**src/rtl/fmps_test_link_checker_sat_counter.sv**
```systemverilog
// Saturating up-counter with synchronous clear; clear has priority over increment.
module fmpsSatCounter #(
    parameter int unsigned Width = 16
) (
    input  logic             clk_i,
    input  logic             rst_ni,
    input  logic             clr_i,
    input  logic             inc_i,
    output logic [Width-1:0] count_o
);

    logic [Width-1:0] count_q, count_d;

    // Next count: clear, else increment unless already all-ones
    always_comb begin
        count_d = count_q;
        if (clr_i) begin
            count_d = '0;
        end else if (inc_i && (count_q != '1)) begin
            count_d = count_q + Width'(1);
        end
    end

    // Count register
    always_ff @(posedge clk_i or negedge rst_ni) begin
        if (!rst_ni) begin
            count_q <= '0;
        end else begin
            count_q <= count_d;
        end
    end

    assign count_o = count_q;

endmodule

```
**config.mk**
```make
export PLATFORM = sky130hd
export DESIGN_NAME = fmpsSatCounter
export DESIGN_NICKNAME = d
export VERILOG_FILES = /design/src/rtl/fmps_test_link_checker_sat_counter.sv
export SDC_FILE = /design/constraint.sdc
export NUM_CORES = 1
export LEC_CHECK = 0
export ABC_AREA = 1
export BUFFER_PORTS_ARGS = -buffer_cell sky130_fd_sc_hd__buf_2
export CELL_PAD_IN_SITES_DETAIL_PLACEMENT = 1
export CELL_PAD_IN_SITES_GLOBAL_PLACEMENT = 1
export CORE_MARGIN = 4
export CORE_UTILIZATION = 41
export CTS_CLUSTER_DIAMETER = 40
export DETAILED_ROUTE_END_ITERATION = 7
export GPL_TIMING_DRIVEN = 0
export PLACE_DENSITY_LB_ADDON = 0.1
export SLEW_MARGIN = 20
export SYNTH_ARGS = -nofsm -noshare
export SYNTH_HDL_FRONTEND = slang
export SYNTH_SLANG_ARGS = --single-unit
```
**constraint.sdc**
```tcl
create_clock -name clk_i -period 3.28 [get_ports clk_i]
set_input_delay 0.328 -clock clk_i [delete_from_list [all_inputs] [get_ports clk_i]]
set_output_delay 0.328 -clock clk_i [all_outputs]
set_load 0.01 [all_outputs]
```
==> results by group <==
Die
  – # IOs: 20
  – Die Ht: slightly below 60 um
  – Site row count: 17
  – CORE AREA: 2320 um2
  – Die W: 58.3 um
  – Initial Utilization: between 40% and 50%
  – Area of the die: 3400 um2

Timing
  – Final-report max-slew violation count: 0
  – Tcrit/Tclk final: 54.9%
  – Hold slack final: 0.334 ns
  – Min Tclk post-route: 1.80 ns
  – Final setup violation count: 0
  – Slew at the pin closest to its max-slew limit: approximately 0.53 ns
  – Setup TNS Final: 0 ns
  – Unrepaired setup endpoints after global routing: no
  – Max Clock Skew: a little over 0.007 ns
  – Worst slew margin: between 60% and 70%
  – Max Freq: approximately 0.55 GHz
  – Count of final hold-check violations: 0

Finish
  – Share of layout cells above drive strength 1: 20.4%
  – Area delta synth->final: 15.7%
  – # diodes: 0
  – Max reg flops: 16
  – Layout fillers: 314
  – Footprint of the multi-input gates: between 500 and 600 um2
  – Sequential cell area: 400 um2
  – Final net count: roughly 170

Routing
  – Wl on met1: 1.24 mm
  – Remaining antenna violation count after routing: 0
  – Met2 routed WL: 1.36 mm
  – Vias: 1005
  – Post-Route WL: 2.72 mm
  – Met3 WL: 76 um
  – DR pass1 iterations: 4
  – Initial DRC count: 26
  – DR vias/cell: about 5.2
  – Highest metal used: met4
  – DR DRC count: 0
  – Average wire per standard cell: 13.9 um

Clock network
  – Max Buffers Root-to-Sink: 2
  – Total CTS buffers: 3
  – CTS Sinks: 16
  – Clk_lat worst skew: ~0.29 ns
  – CTS tree: yes
  – CTS root buffer: clkbuf_4
  – H-tree levels: 1
  – Reg clk slew, reported paths: 0.08 ns

Global route
  – Largest net degree at the start of global routing: 17
  – Grt total ovfl: 0
  – First-pass GRT wire length: 4.94 mm
  – Total track usage: 19.0%
  – Vias in the first global route: 1069
  – Initial antenna violation count: 0

Yosys
  – Post-synth EDFFs: 0
  – Sequential area share after synthesis: just under 40%
  – Synth top area share: roughly 39%
  – Area contributors post-synth: dfrtp_1, nand2_1, nand3_1
  – Number of synthesized register bits: 16
  – Top FF cell, synth: dfrtp_1
  – Post-synth ARST share: 100%
  – Area leader, netlist: dfrtp_1
  – Mapped Avg Cell Area: 7.20 um2
  – Synth cell count leaders: nand2_1, dfrtp_1, nor2_1
  – Net Count, Synth: about 150
  – Synth warn: 0
  – Post-synthesis cell count: 144
  – Most common cell in the netlist: nand2_1
  – Distinct cells, synth: 23
  – Mapped cell area: around 1000 um2

Power
  – Pleak: roughly 0.64 nW
  – Final Power: 0.338 mW
  – Power Dens Cells: 281 nW/um2
  – Worst IR drop on VDD: 0.000280 V

Critical path
  – Crit-path max FO: 10
  – CP delay by family, top: simple AND/OR/NAND/NOR gates
  – Slowest stage delay, CP: 0.43 ns
  – Worst path bufs/invs: 1
  – CP cell instances: ha_1, nand2_2, nor2_4, nand2_4, nor2_1, nor2_1, buf_2, nand4_1, nand2_1
  – Crit path arrival time: 2.03 ns
  – CP max-delay cell: dfrtp_1
  – Crit Path Category: register to register
  – CP Launch Type: register
  – Critical path capture point type: register
  – Critical Path Most Common Cell: nor2_1
  – Critical path required time: 3.50 ns

Run
  – Maxcap violations: 0

Place
  – Hpwl dp: 2.06 mm
  – GPL Wtd Cong: around 0.85
  – PortBufs: 19

Run status
  – Status: finished, final reports clean

Worst hold path
  – Hold WC Path Type: primary input to register
==> repair_timing <==
| action | 4_1_cts | 5_1_grt |
|---|---|---|
| hold buffers | 1 | 0 |
| hold endpoints to repair | 16 | 0 |
| gates resized for setup | 0 | 0 |
| setup buffers | 0 | 0 |
==> power by group <==
part           total (mW)  leakage [nW]  switching [mW]  internal (mW)
Sequential          0.202         0.222         0.00251          0.199
Clock               0.104        0.0138          0.0608         0.0427
Combinational      0.0325         0.401          0.0216         0.0109
==> path summary, 6_finish.rpt <==
kind                                    startpoint                      end  slack (ns)  cells past startpoint
max in group asynchronous                   rst_ni   count_o[2]$_DFFE_PN0P_        2.50                      2
hold reg to reg            count_o[14]$_DFFE_PN0P_  count_o[14]$_DFFE_PN0P_        0.55                      2
min in group asynchronous                   rst_ni  count_o[14]$_DFFE_PN0P_        0.51                      2
setup / recovery            count_o[1]$_DFFE_PN0P_   count_o[2]$_DFFE_PN0P_        1.48                      9
hold / removal                               clr_i   count_o[4]$_DFFE_PN0P_        0.33                      4
setup reg to reg            count_o[1]$_DFFE_PN0P_   count_o[2]$_DFFE_PN0P_        1.48                      9
==> worst reg2reg max path, delay by kind of cell, from the launching register on <==
family	cells	cell delay [ns]
and+or+nand+nor	7	0.80
buffers and inverters	1	0.29
DFF	1	0.43
adders and majority gates	1	0.22
==> cell usage in the layout, fill, tap and decap left out <==
master / n
inv_1: 11
nand4_1: 9
buf_2: 20
o21bai_1: 2
buf_12: 1
nand3_1: 12
nand2_2: 2
xnor2_1: 2
nand2_1: 55
inv_4: 1
inv_2: 1
nor2_4: 2
clkbuf_4: 3
nor3_1: 1
nor2_1: 14
dfrtp_1: 16
xor2_1: 3
o21ai_0: 4
o21ai_4: 1
dlygate4sd3_1: 1
ha_1: 1
buf_1: 1
a21oi_1: 1
nand2_4: 2
or2_2: 1
==> area by class of cell <==
type                    instances  area share [%]
plain buffers                   3            2.40
repair buffers                 20            8.76
inverters                      13            4.28
well taps                      28            2.92
flip-flops and latches         16            33.4
clock buffers                   3            1.88
multi-input cells             112            46.4
==> through the flow <==
step / instances / setup WS (ns) / cell area (um2) / util [%]
3_5_place_dp: 191 / 1.49 / 1170 / 50.4
6_report: 195 / 1.48 / 1200 / 51.8
4_1_cts: 195 / 1.47 / 1200 / 51.8
3_3_place_gp: 191 / 1.54 / 1170 / 50.4
5_1_grt: 195 / 1.29 / 1200 / 51.8
2_1_floorplan: 144 / 1.76 / 1040 / -
==> routing by layer <==
layer / vias up / GRT usage (%)
li1: 504 / -
met2: 17 / 33.5
met1: 479 / 24.3
met3: 5 / 1.97
met4: 0 / 5.96
met5: - / 0
==> logic make-up (layout without fill, tap and decap cells) <==
group	count (synthesis)	after routing	synth area share, %
AOI/OAI and AO/OA	8	8	5.43
and+or+nand+nor	98	98	42.8
buffers and inverters	16	39	7.72
xor gates and xnor gates	5	5	4.22
DFF	16	16	38.6
adders and majority gates	1	1	1.21
(Power assumes the default switching activity.)
